`src/rtl/hazard_pkg.sv`:
```
// Shared types for the pipeline hazard unit: forwarding select encoding,
// producer stage numbering and stall cause classification.
package hazard_pkg;
    localparam int FWD_STAGES = 3;

    typedef logic [$clog2(FWD_STAGES+1)-1:0] fwd_sel_t;

    localparam int STG_E = 1;
    localparam int STG_M = 2;
    localparam int STG_W = 3;

    typedef enum logic [2:0] {
        SC_NONE,
        SC_LOAD,
        SC_MD,
        SC_IFETCH,
        SC_MEM
    } stall_cause_e;
endpackage

```
`src/rtl/hazard_fwd_sel.sv`:
```
// Single-port forwarding priority comparator over producer stages FIRST..NFWD.
// Purely combinational; the youngest matching producer wins, r0 never forwards.
module hazard_fwd_sel
    import hazard_pkg::*;
#(
    parameter int FIRST = 1,
    parameter int NFWD  = 3
) (
    input  logic [4:0]           src,
    input  logic [NFWD:1]        wr_en,
    input  logic [NFWD:1][4:0]   wr_dst,
    output fwd_sel_t             sel
);

    // Stages below FIRST are never selectable from this consumer.
    logic unused_ports;
    assign unused_ports = ^{wr_en, wr_dst};

    always_comb begin
        sel = '0;
        for (int k = NFWD; k >= FIRST; k--) begin
            if (wr_en[k] && (wr_dst[k] == src) && (src != 5'd0)) begin
                sel = fwd_sel_t'(k);
            end
        end
    end

endmodule

```
`src/rtl/hazard_scoreboard.sv`:
```
// Hazard unit: combinational stall/flush/forwarding controls, registered mult/div
// busy scoreboard and per-cause stall counters; no handshake of its own.
module hazard_scoreboard
    import hazard_pkg::*;
#(
    parameter int NREAD  = 2,
    parameter int NFWD   = 3,
    parameter int MD_LAT = 32,
    parameter int CNT_W  = 32
) (
    input  logic                    clk,
    input  logic                    reset,
    input  logic                    i_valid,
    input  logic                    i_data_ok,
    input  logic                    d_valid,
    input  logic                    d_data_ok,
    input  logic                    br_d,
    input  logic [NREAD-1:0][4:0]   src_d,
    input  logic [NREAD-1:0][4:0]   src_e,
    input  logic [NFWD:1]           wr_en,
    input  logic [NFWD:1]           wr_load,
    input  logic [NFWD:1][4:0]      wr_dst,
    input  logic                    md_start_e,
    input  logic                    md_use_d,
    input  logic                    perf_clr,
    output logic                    stall_f,
    output logic                    stall_d,
    output logic                    stall_e,
    output logic                    stall_m,
    output logic                    flush_e,
    output logic                    flush_w,
    output fwd_sel_t [NREAD-1:0]    fwd_d,
    output fwd_sel_t [NREAD-1:0]    fwd_e,
    output logic                    md_busy,
    output logic [CNT_W-1:0]        cnt_mem,
    output logic [CNT_W-1:0]        cnt_ifetch,
    output logic [CNT_W-1:0]        cnt_md,
    output logic [CNT_W-1:0]        cnt_load
);

    localparam int CW = $clog2(MD_LAT);

    logic          load_stall;
    logic          md_stall;
    logic          i_stall;
    logic          d_stall;
    logic          hit_e;
    logic          hit_m;
    logic          md_accept;
    logic [CW-1:0] md_cnt;
    stall_cause_e  cause;

    logic unused_load;
    assign unused_load = ^wr_load;

    for (genvar p = 0; p < NREAD; p++) begin : g_port
        hazard_fwd_sel #(.FIRST(STG_E), .NFWD(NFWD)) u_fwd_d (
            .src    (src_d[p]),
            .wr_en  (wr_en),
            .wr_dst (wr_dst),
            .sel    (fwd_d[p])
        );
        // An E-stage consumer is never fed by stage E itself.
        hazard_fwd_sel #(.FIRST(STG_M), .NFWD(NFWD)) u_fwd_e (
            .src    (src_e[p]),
            .wr_en  (wr_en),
            .wr_dst (wr_dst),
            .sel    (fwd_e[p])
        );
    end

    always_comb begin
        hit_e = 1'b0;
        hit_m = 1'b0;
        for (int p = 0; p < NREAD; p++) begin
            if (src_d[p] != 5'd0) begin
                if (wr_dst[STG_E] == src_d[p]) hit_e = 1'b1;
                if (wr_dst[STG_M] == src_d[p]) hit_m = 1'b1;
            end
        end
    end

    // A branch resolving in D needs its operands a stage earlier, so a load in M also hurts.
    assign load_stall = (wr_load[STG_E] & wr_en[STG_E] & hit_e)
                      | (br_d & wr_load[STG_M] & wr_en[STG_M] & hit_m);
    assign md_stall   = md_use_d & md_busy;
    assign i_stall    = i_valid & ~i_data_ok;
    assign d_stall    = d_valid & ~d_data_ok;

    assign stall_f = load_stall | md_stall | i_stall | d_stall;
    assign stall_d = stall_f;
    assign stall_e = d_stall;
    assign stall_m = d_stall;
    assign flush_w = d_stall;
    assign flush_e = (load_stall | md_stall | i_stall) & ~d_stall;

    assign md_accept = md_start_e & ~stall_e;

    always_ff @(posedge clk or posedge reset) begin
        if (reset) begin
            md_cnt  <= '0;
            md_busy <= 1'b0;
        end else if (md_accept) begin
            md_cnt  <= CW'(MD_LAT - 1);
            md_busy <= 1'b1;
        end else if (md_cnt != '0) begin
            md_cnt  <= md_cnt - CW'(1);
        end else begin
            md_busy <= 1'b0;
        end
    end

    always_comb begin
        if (d_stall)         cause = SC_MEM;
        else if (i_stall)    cause = SC_IFETCH;
        else if (md_stall)   cause = SC_MD;
        else if (load_stall) cause = SC_LOAD;
        else                 cause = SC_NONE;
    end

    always_ff @(posedge clk or posedge reset) begin
        if (reset) begin
            cnt_mem    <= '0;
            cnt_ifetch <= '0;
            cnt_md     <= '0;
            cnt_load   <= '0;
        end else if (perf_clr) begin
            cnt_mem    <= '0;
            cnt_ifetch <= '0;
            cnt_md     <= '0;
            cnt_load   <= '0;
        end else begin
            case (cause)
                SC_MEM:    cnt_mem    <= cnt_mem + CNT_W'(1);
                SC_IFETCH: cnt_ifetch <= cnt_ifetch + CNT_W'(1);
                SC_MD:     cnt_md     <= cnt_md + CNT_W'(1);
                SC_LOAD:   cnt_load   <= cnt_load + CNT_W'(1);
                default:   ;
            endcase
        end
    end

endmodule
```
`config.mk`:
```
export PLATFORM = sky130hd
export DESIGN_NAME = hazard_scoreboard
export DESIGN_NICKNAME = d
export VERILOG_FILES = /design/src/rtl/hazard_pkg.sv /design/src/rtl/hazard_fwd_sel.sv /design/src/rtl/hazard_scoreboard.sv
export SDC_FILE = /design/constraint.sdc
export NUM_CORES = 1
export LEC_CHECK = 0
export ABC_AREA = 1
export BUFFER_PORTS_ARGS = -buffer_cell sky130_fd_sc_hd__buf_2
export CELL_PAD_IN_SITES_DETAIL_PLACEMENT = 0
export CELL_PAD_IN_SITES_GLOBAL_PLACEMENT = 1
export CORE_AREA = 2 2 169 171
export CTS_CLUSTER_DIAMETER = 80
export CTS_CLUSTER_SIZE = 16
export DETAILED_ROUTE_END_ITERATION = 16
export DIE_AREA = 0 0 171 173
export PLACE_DENSITY = 0.8
export SETUP_SLACK_MARGIN = 0.5
export SLEW_MARGIN = 20
export SYNTH_ARGS = -nofsm -noshare
export SYNTH_HDL_FRONTEND = slang
export SYNTH_SLANG_ARGS = --single-unit
```
`constraint.sdc`:
```
create_clock -name clk -period 4.26 [get_ports clk]
set_input_delay 0.639 -clock clk [delete_from_list [all_inputs] [get_ports clk]]
set_output_delay 0.639 -clock clk [all_outputs]
set_load 0.1 [all_outputs]
```
; ---- After elaboration in Yosys (flattened, before gate mapping)
; Cells that the tools add are included.
; W data, S select, Z words.
[op_classes]
n_bitwise = 17
add_sub_neg = 5
mux = 34
eq_ne = 15
n_reduce_logical = 30
[op_table]
columns = cell, count
row1 = $mux W32, 8
row2 = $add A32 B1 Y32 const B, 4
row3 = $eq A5 B5 Y1, 10
row4 = $reduce_bool A5 Y1, 5
row5 = $mux W2, 12
row6 = $logic_and A1 B1 Y1, 20
row7 = $mux W1, 11
row8 = $and A1 B1 Y1, 10
row9 = $mux W5, 2
row10 = $reduce_bool A2 Y1, 5
row11 = $eq A3 B2 Y1 const B, 2
row12 = $sub A5 B1 Y5 const B, 1
row13 = $or A1 B1 Y1, 4
row14 = $eq A3 B1 Y1 const B, 1
row15 = $eq A3 B3 Y1 const B, 1
row16 = $mux W3, 1
row17 = $not A1 Y1, 3
row18 = $ne A2 B2 Y1 const B, 1
[word_totals]
output_inout_bits = 143
register_bits = 134
word_cells = 107
input_bits = 51

; ---- Longest topological paths before layout
; Gate-level depths: netlist of run 1.
[depth]
word_depth = 14
ltp_mapped = 13
depth_no_buf = 12

; ---- Cells and area by module
; From an unflattened synthesis of run 1, not the netlist that was laid out.
[hier_totals]
hier_cells = 1549
area_unflattened_um2 = 9977.1
[by_module_without_submodules]
columns = module, area_each_um2, cells_each, instances
row1 = hazard_scoreboard, 8783.4, 1253, 1
row2 = hazard_fwd_sel (g_port[0].u_fwd_d ...), 326.6, 82, 2
row3 = hazard_fwd_sel (g_port[0].u_fwd_e ...), 270.3, 66, 2

; ---- Least setup slack after synthesis of run 1
; No wires, ideal clock.
[synth_timing]
path_type = input port to output port
from = input port wr_dst[12] (netlist bit)
to = output port fwd_d[0] (netlist bit)
required_time_ns = 3.621
path_slack_ns = 0.291
stages = 5
t_arrival_ns = 3.330
path_cell_list = clkbuf_1 xnor2_1 nor3b_1 nand2_1 o21ai_0
[synth_lines]
columns = element, line_no
row1 = start: declaration, hazard_scoreboard.sv:22  ; input logic [NFWD:1][4:0] wr_dst,
row2 = end: declaration, hazard_scoreboard.sv:32  ; output fwd_sel_t [NREAD-1:0] fwd_d,

; ---- Final worst setup path of run 1
[layout_timing]
from = input port wr_dst[8] (netlist bit)
to = output port flush_e
[layout_between]
elab_chain_cells = 10
elab_cells_between_ends = 11
[layout_rtl]
columns = element, line_no
row1 = $eq A5 B5 Y1, hazard_scoreboard.sv:78  ; if (wr_dst[STG_M] == src_d[p]) hit_m = 1'b1;
row2 = $mux W1, hazard_scoreboard.sv:78
row3 = $mux W1, hazard_scoreboard.sv:76  ; if (src_d[p] != 5'd0) begin
row4 = $mux W1, hazard_scoreboard.sv:78
row5 = $mux W1 *, hazard_scoreboard.sv:76
row6 = $and A1 B1 Y1 *, hazard_scoreboard.sv:85  ; | (br_d & wr_load[STG_M] & wr_en[STG_M] & hit_m);
row7 = $or A1 B1 Y1 *, hazard_scoreboard.sv:85
row8 = $or A1 B1 Y1 * (2 in a row), hazard_scoreboard.sv:95  ; assign flush_e = (load_stall | md_stall | i_stall) & ~d_stall;
row9 = $and A1 B1 Y1 *, hazard_scoreboard.sv:95
row10 = end: declaration, hazard_scoreboard.sv:30  ; output logic flush_e,
; Every way passes the cells marked *; elsewhere a longest branch is shown, timed or not.

==> flow_summary_export.csv, run 1 <==
group,metric,value,unit
run_status,status,"complete, no violations",
job,max_cap_viol_count,0,
critical_path,cp.arrival,2370,ps
synthesis,synth-edff-count,0,
routing,routed_wl,30400,µm
hold_path,worstHoldPathType,"in2async",
floorplanning,die_h,173,µm
critical_path,crit_required,3620,ps
power,netSwitchingFraction,28.1,%
clock_network,cts_buffer_depth,2,
power,seq_power_share,40.7,%
timing,timing.setup.tns,0,ps
clock_network,cts_resized,0,
place,placed_cell_area,11100,µm²
final_layout,instances_no_fill,2064,
critical_path,cp_cell_sequence,"buf_2, xnor2_1, nand2_1, nor2_1, nand2_2, nand2_2, nand2_2, nand2_4, o21ai_0, inv_1, buf_2",
synthesis,syn_inst,1494,
timing,max_freq,332,MHz
floorplanning,core,27600,µm²
global_routing,grt_max_degree,70,
synthesis,synthFlopType,"dfrtp_1",
timing,max-slew-margin-rel,42.2,%
place,place_inst,2032,
timing,setup_slack,1250,ps
clock_network,cts_tree,"done",
final_layout,nets,1730,
synthesis,ys_seq_area_share,34.1,%
clock_network,numClockSinks,134,
final_layout,fillers,3045,
global_routing,grt-ovfl-total,0,
synthesis,synth_nets,1551,
critical_path,critPathMaxStageDelay,440,ps
critical_path,path_class,"in2out",
critical_path,critPathLaunchType,"primary input",
power,p_leak,5.83,nW
global_routing,grt_pass1_wl,49700,µm
global_routing,grt_usage,20.9,%
timing,drv_slew,0,
clock_network,cts_hold_buffers,0,
final_layout,final_cell_area,11700,µm²
final_layout,drive_gt1_share,17.3,%
synthesis,syn-mean-instance-area,6.57,µm²
place,io_buffers,192,
floorplanning,rows,61,
clock_network,htreeDepth,4,
clock_network,clock_latency,430,ps
global_routing,antenna_found_initial,0,
timing,tightest_slew,865,ps
routing,drt-pass1-iter-count,5,
global_routing,grt_pass1_vias,9487,
power,comb_power_share,10.6,%
critical_path,cpMaxStageDelayCell,"buf_2",
floorplanning,die_area,29600,µm²
timing,finalSetupViolCount,0,
clock_network,cts_buffers,17,
routing,drt_iter0_drc,629,
routing,viasPerCell,4.91,
final_layout,n_antenna_cell,0,
floorplanning,start_util,35.5,%
timing,fin_crit_sh,70.7,%
timing,finalHoldViolations,0,
clock_network,post_cts_buffers,0,
timing,skew,14.8,ps
routing,drtAntennaViolNets,0,
routing,wl_per_cell,14.7,µm
routing,via_count,10139,
power,internal-power,2.28,mW
power,clockPowerShare,48.8,%
synthesis,yosysWarnings,0,
synthesis,synth-async-reset-ratio,100,%
timing,rsz0062_at_grt,"no",
power,peakVddDrop,185,µV
critical_path,cp_max_fo,20,
critical_path,end_kind,"primary output",
place,routabilityCongestion,0.881,
power,p_switching,0.891,mW
clock_network,cts-root-buf,"clkbuf_16",
synthesis,synth_seq_cells,134,
final_layout,area_growth,19.1,%
clock_network,clk_pin_slew,70,ps
power,powerDensity,271,nW/µm²
routing,drc,0,
power,total_power,3.17,mW
floorplanning,ioPinCount,194,
place,place_ws,1240,ps
critical_path,crit_top_cell,"nand2_2",
floorplanning,dieWidth,171,µm
timing,layout_min_cycle_time,3010,ps
synthesis,synth_cell_types,46,
synthesis,synth_area,9820,µm²
place,dp_hpwl,22900,µm
## worst max-delay path: cells and delay by family
kind	cells	cell delay, ps
XOR/XNOR	1	170
buffers and inverters	3	730
AND/OR/NAND/NOR	6	700
AO/OA/AOI/OAI	1	120
## logic make-up after synthesis
family	after synthesis	synth area share (%)
buffers and inverters	255	10.7
xor gates and xnor gates	54	4.82
adders and majority gates	6	0.764
and+or+nand+nor	915	42.4
AOI/OAI and AO/OA	130	7.20
DFF	134	34.1
## cells in the mapped netlist, types with 4 or more instances
cell type	count	area [µm²]
o21ai_1	6	30.0
buf_4	5	37.5
xor2_1	31	272
nor3_1	53	265
dfrtp_1	134	3350
nand2_1	417	1570
nand3_2	31	310
a21oi_1	44	220
a211oi_1	6	45.0
nor2_1	207	777
inv_2	4	15.0
nor3_2	4	40.0
and3_1	5	31.3
o21ai_0	59	295
ha_1	6	75.1
buf_2	13	65.1
nor2_2	7	43.8
nand2_2	5	31.3
clkbuf_1	16	60.1
inv_1	209	785
nand3_1	90	450
xnor2_1	23	201
nand4_1	78	488
nor3b_1	5	37.5
## sequential cells by signal (all words and copies together) (netlist names)
name	count
md_cnt	5
cnt_load	32
cnt_ifetch	32
cnt_md	32
md_busy	1
cnt_mem	32
## worst paths after layout
| check | startpoint | endpoint | slack, ps | depth (start not counted) |
|---|---|---|---|---|
| max | wr_dst[8] | flush_e | 1250 | 11 |
| min | reset | cnt_md[15]$_DFFE_PP0P_ | 370 | 2 |
| max reg2reg | cnt_load[0]$_DFFE_PP0P_ | cnt_load[28]$_DFFE_PP0P_ | 2250 | 11 |
| min reg2reg | md_busy$_DFFE_PP0P_ | md_busy$_DFFE_PP0P_ | 510 | 2 |
| max in group asynchronous | reset | cnt_mem[30]$_DFFE_PP0P_ | 2950 | 3 |
| min in group clk | md_busy$_DFFE_PP0P_ | md_busy$_DFFE_PP0P_ | 510 | 2 |
## stage by stage
step	hold WS [ps]	utilization, %
6_report	374	42.4
5_1_grt	438	42.4
4_1_cts	398	42.4
3_5_place_dp	494	40.2
3_3_place_gp	485	40.2
2_1_floorplan	481	-
## layer usage
layer | wire, µm | share of wire [%] | global-route usage (%)
met5 | 0 | 0 | 0
met4 | 503 | 1.7 | 5.44
met3 | 1350 | 4.4 | 3.20
met2 | 14300 | 47 | 33.6
met1 | 14300 | 47 | 29.1
## placed cells by master, fill, tap and decap left out, drive strengths merged, types with 44 or more instances in the layout
cell type | Yosys | layout
nor2 | 217 | 217
o21ai | 65 | 65
buf | 24 | 200
inv | 213 | 216
nand4 | 78 | 78
nand2 | 424 | 424
dfrtp | 134 | 134
nand3 | 121 | 121
a21oi | 44 | 44
nor3 | 57 | 57
## power by group through the flow
stage	clock, mW	combinational, mW	sequential [mW]
3_3_place_gp	0	0.337	1.31
2_1_floorplan	0	0.214	1.34
4_1_cts	1.58	0.340	1.29
5_1_grt	1.64	0.367	1.29
3_5_place_dp	0	0.339	1.31
6_report	1.55	0.335	1.29
## area by class of cell
class	instances	area (µm²)	share of cell area, %
clock buffers	20	467	3.99
clock inverters	12	141	1.21
inverters	215	813	6.95
multi-input cells	1105	5420	46.3
flip-flops and latches	134	3350	28.7
well taps	378	473	4.04
repair buffers	200	1030	8.83
Power figures use the tool's default switching activity.
==> inputs of run 2 (changes only) <==
Settings changed: ABC_AREA 1 to 0, CORE_AREA 2 2 169 171 to 2 2 140 142, DIE_AREA 0 0 171 173 to 0 0 142 144, PLACE_DENSITY 0.8 to 0.83.
Clock period 4.26 ns to 2.9 ns, I/O delays scaled along.
==> run 2 against run 1 <==
Against the previous run: synthesized cell count is 47% lower; area after synthesis is 24% lower; hold slack lost 300 ps; flip-flop and latch count did not move; cell count is 39% lower; largest cell class unchanged.
==> flow_summary_export.csv, run 2 <==
group,metric,value,unit
timing,rsz0062_at_grt,"yes",
timing,holdWs,78.4,ps
final_layout,final_cell_mix,"buf_2, nor2_1, xor2_1, dfrtp_1, xnor2_1",
routing,drtAntennaViolNets,0,
power,total_power,4.57,mW
clock_network,cts_buffer_depth,2,
global_routing,grt_pass1_vias,6184,
synthesis,syn-mean-instance-area,9.43,µm²
timing,setup_slack,454,ps
global_routing,grt_usage,18.8,%
critical_path,critPathLaunchType,"primary input",
floorplanning,dieWidth,142,µm
critical_path,cpMaxStageDelayCell,"or4_4",
final_layout,area_growth,29.7,%
routing,drc,0,
routing,drt_iter0_drc,370,
final_layout,n_antenna_cell,0,
timing,max_freq,409,MHz
final_layout,final_common_cell,"buf_2",
critical_path,crit_required,2470,ps
global_routing,grt-ovfl-total,0,
final_layout,fillers,1792,
timing,tightest_slew,574,ps
synthesis,synth-edff-count,0,
critical_path,cp_cell_sequence,"buf_6, or4_4, nor2_4, nor4_4, o21ai_1, o21a_2, a31oi_4, buf_12",
synthesis,yosysWarnings,0,
routing,drt-pass1-iter-count,5,
routing,viasPerCell,5.10,
global_routing,grt_pass1_wl,31200,µm
power,p_leak,4.34,nW
place,io_buffers,192,
job,max_cap_viol_count,0,
timing,timing.setup.tns,0,ps
synthesis,synthFlopType,"dfrtp_1",
clock_network,cts-root-buf,"clkbuf_16",
synthesis,synth_cell_types,54,
final_layout,nets,1059,
hold_path,worstHoldPathType,"in2async",
clock_network,cts_buffers,17,
floorplanning,die_h,144,µm
routing,via_count,6386,
synthesis,synth_top_area_share,44.8,%
synthesis,ys_seq_area_share,44.8,%
clock_network,clock_latency,410,ps
synthesis,synth_common_cells,"dfrtp_1, nor2_1, xor2_1",
final_layout,drive_gt1_share,34.0,%
synthesis,synth_seq_cells,134,
floorplanning,die_area,20400,µm²
clock_network,cts_hold_buffers,0,
place,dp_hpwl,13600,µm
run_status,status,"complete, no violations",
routing,routed_wl,18900,µm
synthesis,synth-async-reset-ratio,100,%
synthesis,synth_nets,851,
timing,fin_crit_sh,84.3,%
timing,finalHoldViolations,0,
critical_path,critPathMaxStageDelay,540,ps
critical_path,end_kind,"primary output",
timing,max-slew-margin-rel,61.6,%
timing,layout_min_cycle_time,2450,ps
critical_path,path_class,"in2out",
global_routing,grt_max_degree,59,
clock_network,clk_pin_slew,60,ps
power,powerDensity,471,nW/µm²
floorplanning,start_util,39.2,%
clock_network,numClockSinks,134,
synthesis,syn_inst,794,
power,peakVddDrop,393,µV
global_routing,antenna_found_initial,0,
timing,skew,9.79,ps
place,routabilityCongestion,0.890,
synthesis,synth_area,7490,µm²
critical_path,cp.arrival,2010,ps
timing,finalSetupViolCount,0,
floorplanning,ioPinCount,194,
floorplanning,rows,51,
critical_path,cp_max_fo,4,
clock_network,htreeDepth,4,
critical_path,rr_worst_depth,7,
synthesis,yosys-top-cells-area,"dfrtp_1, xor2_1, xnor2_1",
floorplanning,core,19100,µm²
synthesis,synth_most_common_cell,"dfrtp_1",
synthesis,yosysTopAreaCell,"dfrtp_1",
clock_network,cts_tree,"done",
place,place_ws,289,ps
timing,drv_slew,0,
routing,wl_per_cell,15.1,µm
-- run 2: changes by cell type in the layout (fill, tap and decap cells not counted), moves of 51 or more --
cell,delta
dfrtp_1,-51
dfrtp_2,+51
inv_1,-191
nand2_1,-361
nor2_1,-88
xor2_1,+53
-- run 2: per-stage QoR --
stage | util, % | instances | instance area, µm²
after CTS | 50.6 | 1249 | 9660
final | 50.9 | 1253 | 9710
after global placement | 47.0 | 1210 | 8970
after floorplan | - | 794 | 7670
after detailed placement | 47.0 | 1210 | 8970
after global routing | 50.9 | 1253 | 9710
-- run 2: critical path: cells and delay by family --
family | cells | cell delay [ps]
buffers and inverters | 2 | 290
AOI/OAI and AO/OA | 3 | 510
and+or+nand+nor | 3 | 790
-- run 2: repair_timing --
action                     4_1_cts  5_1_grt
gates resized for setup         11        9
setup endpoints to repair        7       12
setup buffers                    7        4
pin swaps                       11        3
gates cloned                     0        0
-- run 2: layout make-up --
type,count,area [µm²],share of cell area [%]
Clock buffer,19,433,4.46
Clock inverter,13,171,1.77
Inverter,18,73.8,0.760
Multi-Input combinational cell,610,4020,41.4
Sequential cell,134,3420,35.2
Tap cell,238,298,3.07
Timing Repair Buffer,221,1300,13.4
-- run 2: path summary, 6_finish.rpt --
path,start,end,slack [ps]
max,src_d[9],flush_e,450
min,reset,md_cnt[1]$_DFFE_PP0P_,80
max reg2reg,md_busy$_DFFE_PP0P_,cnt_md[26]$_DFFE_PP0P_,710
min reg2reg,md_busy$_DFFE_PP0P_,md_busy$_DFFE_PP0P_,510
max in group asynchronous,reset,cnt_ifetch[0]$_DFFE_PP0P_,1970
min in group clk,md_start_e,md_busy$_DFFE_PP0P_,350
-- run 2: cell families after synthesis --
kind of cell	Yosys count	synth area share [%]
buffers and inverters	50	3.06
adders and majority gates	6	1.00
xor gates and xnor gates	149	17.4
and+or+nand+nor	360	24.8
DFF	134	44.8
muxes	3	0.418
AOI/OAI and AO/OA	92	8.52
-- run 2: report_power, final --
group / switching [mW] / internal (mW)
logic: 0.312 / 0.143
registers: 0.0151 / 1.88
clock network: 0.853 / 1.37
-- run 2: metal layers --
layer	track usage (%)	share of wire [%]	up-vias
li1	-	-	3169
met1	26.1	48	3082
met2	29.7	47	126
met3	4.44	4.1	9
met4	4.74	0.65	0
met5	0	0	-
